**src/rtl/hilo_if.sv**
```systemverilog
// HI/LO unit request/response bundle: write and read requests from the pipeline,
// and registered read data, busy and stall back to it.
interface hilo_if;
  logic        op_valid;
  logic [1:0]  op_kind;
  logic [31:0] wr_lo;
  logic [31:0] wr_hi;
  logic        rd_req;
  logic        rd_sel;
  logic [31:0] rd_data;
  logic        rd_valid;
  logic        busy;
  logic        stall;

  modport master (
    output op_valid, op_kind, wr_lo, wr_hi, rd_req, rd_sel,
    input  rd_data, rd_valid, busy, stall
  );

  modport slave (
    input  op_valid, op_kind, wr_lo, wr_hi, rd_req, rd_sel,
    output rd_data, rd_valid, busy, stall
  );
endinterface

```
**src/rtl/hilo_unit.sv**
```systemverilog
// HI/LO register unit: multiply/divide results commit after a fixed latency.
// Optional macro HILO_FORWARD_EN forwards same-cycle mthi/mtlo data to reads.
module hilo_unit #(
  parameter int MUL_LAT = 4,
  parameter int DIV_LAT = 32
) (
  input  logic   clk,
  input  logic   rst,
  hilo_if.slave  bus
);
  // state | meaning
  // IDLE  | accepts reads, mthi/mtlo and new multiply/divide
  // BUSY  | result in flight; all requests stall until commit
  typedef enum logic {IDLE, BUSY} state_t;

  localparam logic [5:0] MUL_CNT = 6'(MUL_LAT - 1);
  localparam logic [5:0] DIV_CNT = 6'(DIV_LAT - 1);

  state_t      state_q;
  logic [5:0]  cnt_q;
  logic [31:0] sh_hi_q, sh_lo_q;
  logic [31:0] hi_q, lo_q;
  logic [31:0] rd_data_q, rd_data_d;
  logic        rd_valid_q;
  logic [31:0] rd_hi, rd_lo;

  always_comb begin
    rd_hi = hi_q;
    rd_lo = lo_q;
`ifdef HILO_FORWARD_EN
    if (bus.op_valid && bus.op_kind == 2'b10) rd_hi = bus.wr_hi;
    if (bus.op_valid && bus.op_kind == 2'b11) rd_lo = bus.wr_lo;
`else
`endif
    rd_data_d = bus.rd_sel ? rd_hi : rd_lo;
  end

  // Reset wins over a busy stall so the requester is never told to retry during reset.
  assign bus.stall    = (state_q == BUSY) && !rst && (bus.op_valid || bus.rd_req);
  assign bus.busy     = (state_q == BUSY);
  assign bus.rd_data  = rd_data_q;
  assign bus.rd_valid = rd_valid_q;

  always_ff @(posedge clk) begin
    if (rst) begin
      state_q    <= IDLE;
      cnt_q      <= 6'd0;
      sh_hi_q    <= 32'd0;
      sh_lo_q    <= 32'd0;
      hi_q       <= 32'd0;
      lo_q       <= 32'd0;
      rd_data_q  <= 32'd0;
      rd_valid_q <= 1'b0;
    end else begin
      rd_valid_q <= 1'b0;
      case (state_q)
        IDLE: begin
          if (bus.rd_req) begin
            rd_data_q  <= rd_data_d;
            rd_valid_q <= 1'b1;
          end
          if (bus.op_valid) begin
            case (bus.op_kind)
              2'b00, 2'b01: begin
                sh_hi_q <= bus.wr_hi;
                sh_lo_q <= bus.wr_lo;
                cnt_q   <= (bus.op_kind == 2'b00) ? MUL_CNT : DIV_CNT;
                state_q <= BUSY;
              end
              2'b10:   hi_q <= bus.wr_hi;
              default: lo_q <= bus.wr_lo;
            endcase
          end
        end
        BUSY: begin
          if (cnt_q == 6'd0) begin
            hi_q    <= sh_hi_q;
            lo_q    <= sh_lo_q;
            state_q <= IDLE;
          end else begin
            cnt_q <= cnt_q - 6'd1;
          end
        end
        default: state_q <= IDLE;
      endcase
    end
  end
endmodule

```
**src/flat_wrapper.sv**
```systemverilog
// flat-port wrapper written by rule: the top's interface ports become plain ports
module hilo_unit_flat 
#(
  parameter int MUL_LAT = 4,
  parameter int DIV_LAT = 32
)
  (clk, rst, bus_op_valid, bus_op_kind, bus_wr_lo, bus_wr_hi, bus_rd_req, bus_rd_sel, bus_rd_data, bus_rd_valid, bus_busy, bus_stall);
  hilo_if bus_i ();
  input  logic clk;
  input  logic rst;
  input wire logic [$bits(bus_i.op_valid)-1:0] bus_op_valid;
  input wire logic [$bits(bus_i.op_kind)-1:0] bus_op_kind;
  input wire logic [$bits(bus_i.wr_lo)-1:0] bus_wr_lo;
  input wire logic [$bits(bus_i.wr_hi)-1:0] bus_wr_hi;
  input wire logic [$bits(bus_i.rd_req)-1:0] bus_rd_req;
  input wire logic [$bits(bus_i.rd_sel)-1:0] bus_rd_sel;
  output wire logic [$bits(bus_i.rd_data)-1:0] bus_rd_data;
  output wire logic [$bits(bus_i.rd_valid)-1:0] bus_rd_valid;
  output wire logic [$bits(bus_i.busy)-1:0] bus_busy;
  output wire logic [$bits(bus_i.stall)-1:0] bus_stall;
  assign bus_i.op_valid = bus_op_valid;
  assign bus_i.op_kind = bus_op_kind;
  assign bus_i.wr_lo = bus_wr_lo;
  assign bus_i.wr_hi = bus_wr_hi;
  assign bus_i.rd_req = bus_rd_req;
  assign bus_i.rd_sel = bus_rd_sel;
  assign bus_rd_data = bus_i.rd_data;
  assign bus_rd_valid = bus_i.rd_valid;
  assign bus_busy = bus_i.busy;
  assign bus_stall = bus_i.stall;
  hilo_unit #(.MUL_LAT(MUL_LAT), .DIV_LAT(DIV_LAT)) u_core (.clk(clk), .rst(rst), .bus(bus_i));
endmodule
```
**config.mk**
```make
export PLATFORM = sky130hd
export DESIGN_NAME = hilo_unit_flat
export DESIGN_NICKNAME = d
export VERILOG_FILES = /design/src/rtl/hilo_if.sv /design/src/rtl/hilo_unit.sv /design/src/flat_wrapper.sv
export SDC_FILE = /design/constraint.sdc
export NUM_CORES = 1
export LEC_CHECK = 0
export CAP_MARGIN = 40
export CORE_MARGIN = 5
export CORE_UTILIZATION = 34
export CTS_CLUSTER_DIAMETER = 30
export DETAILED_ROUTE_END_ITERATION = 16
export PLACE_DENSITY = 0.66
export SLEW_MARGIN = 10
export SYNTH_ARGS = -nofsm -noshare
export SYNTH_HDL_FRONTEND = slang
export SYNTH_SLANG_ARGS = --single-unit
export TNS_END_PERCENT = 5
```
**constraint.sdc**
```tcl
create_clock -name clk -period 2.65 [get_ports clk]
set_input_delay 0.795 -clock clk [delete_from_list [all_inputs] [get_ports clk]]
set_output_delay 0.795 -clock clk [all_outputs]
set_load 0.02 [all_outputs]
```
==> run_summary.xml <==
<?xml version="1.0" encoding="UTF-8"?>
<metrics>
  <group name="global_route">
    <metric name="antenna_found_initial" unit="">0</metric>
    <metric name="vias_in_the_first_global_route" unit="">5392</metric>
    <metric name="grt_start_max_net_pins" unit="">169</metric>
    <metric name="grt_first_pass_wirelength" unit="mm">28.33</metric>
    <metric name="grt_remaining_overflow" unit="">0</metric>
    <metric name="grt.total_usage" unit="%">14.61</metric>
  </group>
  <group name="pwr">
    <metric name="p_comb_share" unit="%">17.8</metric>
    <metric name="worst_ir_drop_vdd" unit="V">0.0003868</metric>
    <metric name="internal_power" unit="mW">4.817</metric>
    <metric name="report.power.total" unit="mW">6.678</metric>
    <metric name="clockPowerShare" unit="%">39.4</metric>
    <metric name="pwr_density_cell" unit="mW/mm^2">733.7</metric>
    <metric name="power.share.sequential" unit="%">42.8</metric>
    <metric name="p_leak" unit="nW">3.175</metric>
    <metric name="power.switching_fraction" unit="%">27.87</metric>
    <metric name="switching_power" unit="mW">1.861</metric>
  </group>
  <group name="synthesis">
    <metric name="synth.net_count" unit="">838</metric>
    <metric name="syn_area_per_cell" unit="um^2">9.359</metric>
    <metric name="netlist_area_before_placement" unit="mm^2">0.007159</metric>
    <metric name="seq_area_frac_synth" unit="%">46.98</metric>
    <metric name="synth.ff_latch_count" unit="">168</metric>
    <metric name="synth_warnings" unit="">0</metric>
    <metric name="netlist-cell-type-count" unit="">29</metric>
    <metric name="postSynthCellCount" unit="">765</metric>
  </group>
  <group name="clock_network">
    <metric name="ctsLongestPathBuffers" unit="">2</metric>
    <metric name="clockRootBuffer" unit="">sky130_fd_sc_hd__clkbuf_16</metric>
    <metric name="cts.reportedPaths.clkPinSlew" unit="ns">0.06</metric>
    <metric name="h-tree-depth" unit="">4</metric>
    <metric name="cts_tree" unit="">built</metric>
    <metric name="clk_latency" unit="ns">0.42</metric>
    <metric name="cts-buffers-inserted" unit="">17</metric>
    <metric name="numClockSinks" unit="">168</metric>
  </group>
  <group name="cells_and_area">
    <metric name="final_cells" unit="">1126</metric>
    <metric name="diodes" unit="">0</metric>
    <metric name="nets" unit="">911</metric>
    <metric name="fillCellCount" unit="">2055</metric>
    <metric name="seqCellArea" unit="mm^2">0.003367</metric>
    <metric name="area_growth_syn_to_layout" unit="%">27.14</metric>
    <metric name="layout-drive-gt1-share" unit="%">13.40</metric>
    <metric name="multi_input_area" unit="mm^2">0.003468</metric>
  </group>
  <group name="place">
    <metric name="post-dp-hpwl" unit="mm">10.55</metric>
    <metric name="post-place-cells" unit="">1094</metric>
    <metric name="portBuffers" unit="">105</metric>
    <metric name="routabilityCongestion" unit="">0.7444</metric>
  </group>
  <group name="outcome">
    <metric name="run_status" unit="">complete, no violations</metric>
  </group>
  <group name="timing">
    <metric name="grt_setup_unrepaired" unit="">false</metric>
    <metric name="final.setup.tns" unit="ns">0</metric>
    <metric name="finalWorstPathRequiredPeriod" unit="ns">2.465</metric>
    <metric name="timing_worst_slew_pin_value" unit="ns">1.089</metric>
    <metric name="hold_viol" unit="">0</metric>
    <metric name="final_min_period_over_clock_period" unit="%">93.01</metric>
    <metric name="slew_headroom" unit="%">27.38</metric>
    <metric name="finalHoldWorstSlack" unit="ns">0.4543</metric>
    <metric name="finClkSkew" unit="ns">0.01126</metric>
    <metric name="fmax" unit="MHz">405.7</metric>
    <metric name="timing.final.setup_violations" unit="">0</metric>
    <metric name="slew_violations" unit="">0</metric>
  </group>
  <group name="detailed_routing">
    <metric name="routedWlPerCell" unit="um">15.32</metric>
    <metric name="drt_iter0_drc" unit="">266</metric>
    <metric name="wirelength" unit="mm">17.25</metric>
    <metric name="drt_pre_antenna_iters" unit="">4</metric>
    <metric name="vias" unit="">5516</metric>
    <metric name="drcViolationCount" unit="">0</metric>
    <metric name="vias_per_cell" unit="">4.899</metric>
    <metric name="ant_nets" unit="">0</metric>
  </group>
  <group name="floorplan">
    <metric name="start_util" unit="%">34.27</metric>
    <metric name="rows" unit="">53</metric>
    <metric name="core_region_area" unit="mm^2">0.02089</metric>
    <metric name="die_width" unit="um">155.1</metric>
    <metric name="die_y" unit="um">155.1</metric>
    <metric name="ios" unit="">106</metric>
    <metric name="dieArea" unit="mm^2">0.02406</metric>
  </group>
  <group name="run">
    <metric name="timing.max_cap.violations" unit="">0</metric>
  </group>
  <group name="critical_path">
    <metric name="critical_path_arrival" unit="ns">1.67</metric>
    <metric name="timing.critical_path.from_type" unit="">input pin</metric>
    <metric name="timing.critical_path.to_type" unit="">primary output</metric>
    <metric name="critPathRequiredTime" unit="ns">1.86</metric>
    <metric name="criticalPathCategory" unit="">input pin to primary output</metric>
    <metric name="timing.critical_path.fanout_max" unit="">2</metric>
  </group>
  <group name="worst_hold_path">
    <metric name="holdCritPathClass" unit="">flip-flop to flip-flop</metric>
  </group>
</metrics>
==> power groups by stage <==
stage / sequential, mW / clock, mW / combinational [mW]
2_1_floorplan: 2.94 / 0 / 0.771
3_3_place_gp: 2.91 / 0 / 1.18
3_5_place_dp: 2.92 / 0 / 1.20
4_1_cts: 2.86 / 2.71 / 1.21
5_1_grt: 2.89 / 2.82 / 1.31
6_report: 2.86 / 2.63 / 1.19
==> routing by layer <==
metal	share of wire (%)	up-vias	wire length (um)	global-route usage, %
li1	-	2813	-	-
met1	47	2595	8100	18.90
met2	48	94	8247	24.44
met3	4.0	14	695	3.115
met4	1.2	0	206	4.584
met5	0	-	0	0
==> logic make-up after synthesis <==
group	share of synthesized area, %
fa+ha+maj	0.3495
buf+inv	4.823
simple gates	14.02
mux	13.70
compound gates	20.13
flops	46.98
==> final cells by class <==
| class | count | share of cell area, % |
|---|---|---|
| Multi-Input combinational cell | 526 | 38.10 |
| Sequential cell | 168 | 36.99 |
| Timing Repair Buffer | 120 | 14.06 |
| Clock buffer | 18 | 4.825 |
| Tap cell | 275 | 3.780 |
| Clock inverter | 14 | 2.034 |
| Inverter | 5 | 0.2062 |
==> worst max-delay path: stages <==
cell and delay, ns:
sky130_fd_sc_hd__clkdlybuf4s50_1 0.48, sky130_fd_sc_hd__nor2_1 0.04, sky130_fd_sc_hd__nor3_1 0.15, sky130_fd_sc_hd__clkbuf_2 0.20
==> flip-flops by register name, summed over array words and instances (netlist names) <==
signal	count
u_core.bus.rd_valid	1
u_core.sh_lo_q	32
u_core.cnt_q	6
u_core.bus.rd_data	32
u_core.bus.busy	1
u_core.sh_hi_q	32
u_core.lo_q	32
u_core.hi_q	32
==> metrics by stage <==
stage | area, um^2 | setup slack [ns] | utilization, %
final | 9102 | 0.1851 | 43.58
after global routing | 9102 | 0.07607 | 43.58
after CTS | 9106 | 0.02515 | 43.59
after detailed placement | 8483 | -0.2530 | 40.61
after global placement | 8483 | -0.2418 | 40.61
after floorplan | 7159 | 0.02085 | -
==> path summary, 6_finish.rpt <==
| check | from | to | slack (ns) | cells past startpoint |
|---|---|---|---|---|
| hold / removal | u_core.sh_hi_q[31]$_SDFFE_PP0P_ | u_core.sh_hi_q[31]$_SDFFE_PP0P_ | 0.45 | 2 |
| hold reg to reg | u_core.sh_hi_q[31]$_SDFFE_PP0P_ | u_core.sh_hi_q[31]$_SDFFE_PP0P_ | 0.45 | 2 |
| setup / recovery | bus_rd_req | bus_stall | 0.19 | 4 |
| setup reg to reg | u_core.bus.busy$_SDFF_PP0_ | u_core.hi_q[16]$_SDFFE_PP0P_ | 0.40 | 6 |
==> Yosys cell counts <==
library cell,n,share of area (%)
sky130_fd_sc_hd__dfxtp_1,168,47
sky130_fd_sc_hd__nand2_1,131,6.9
sky130_fd_sc_hd__nor2_1,102,5.3
sky130_fd_sc_hd__mux2i_1,98,14
sky130_fd_sc_hd__a21oi_1,68,4.8
sky130_fd_sc_hd__a211oi_2,57,10
sky130_fd_sc_hd__a211oi_1,40,4.2
sky130_fd_sc_hd__clkbuf_1,39,2.0
sky130_fd_sc_hd__buf_2,9,0.63
sky130_fd_sc_hd__nor3_1,7,0.49
sky130_fd_sc_hd__buf_1,6,0.31
sky130_fd_sc_hd__buf_4,6,0.63
sky130_fd_sc_hd__buf_6,6,0.94
sky130_fd_sc_hd__inv_1,5,0.26
sky130_fd_sc_hd__nor2b_1,4,0.35
sky130_fd_sc_hd__ha_1,2,0.35
sky130_fd_sc_hd__nand2b_1,2,0.17
sky130_fd_sc_hd__nor4_1,2,0.17
sky130_fd_sc_hd__o21a_1,2,0.21
sky130_fd_sc_hd__o22ai_4,2,0.56
sky130_fd_sc_hd__a21o_1,1,0.10
sky130_fd_sc_hd__a2bb2oi_1,1,0.12
sky130_fd_sc_hd__a311oi_1,1,0.12
sky130_fd_sc_hd__nand3b_1,1,0.10
sky130_fd_sc_hd__nor3b_1,1,0.10
sky130_fd_sc_hd__nor4b_1,1,0.12
sky130_fd_sc_hd__o31ai_1,1,0.10
sky130_fd_sc_hd__or3b_1,1,0.12
sky130_fd_sc_hd__or3b_4,1,0.16
==> cells in the final DEF (no fill, tap or decap), types with 2 or more instances in the layout <==
cell,n
sky130_fd_sc_hd__dfxtp_1,167
sky130_fd_sc_hd__nand2_1,131
sky130_fd_sc_hd__clkdlybuf4s50_1,102
sky130_fd_sc_hd__nor2_1,101
sky130_fd_sc_hd__mux2i_1,98
sky130_fd_sc_hd__a21oi_1,68
sky130_fd_sc_hd__a211oi_2,57
sky130_fd_sc_hd__a211oi_1,40
sky130_fd_sc_hd__clkbuf_16,17
sky130_fd_sc_hd__buf_12,10
sky130_fd_sc_hd__nor3_1,7
sky130_fd_sc_hd__inv_1,5
sky130_fd_sc_hd__inv_6,5
sky130_fd_sc_hd__buf_4,5
sky130_fd_sc_hd__clkinv_4,4
sky130_fd_sc_hd__nor2b_1,3
sky130_fd_sc_hd__bufinv_16,3
sky130_fd_sc_hd__o22ai_4,2
sky130_fd_sc_hd__o21a_1,2
sky130_fd_sc_hd__nor4_1,2
sky130_fd_sc_hd__ha_1,2
==> what timing repair did <==
action | 4_1_cts | 5_1_grt
hold buffers | 0 | 0
endpoints found under the hold margin | 0 | 0
setup buffers | 0 | 0
setup endpoints to repair | 1 | 1
gates resized for setup | 1 | 3
Power figures use the tool's default switching activity.
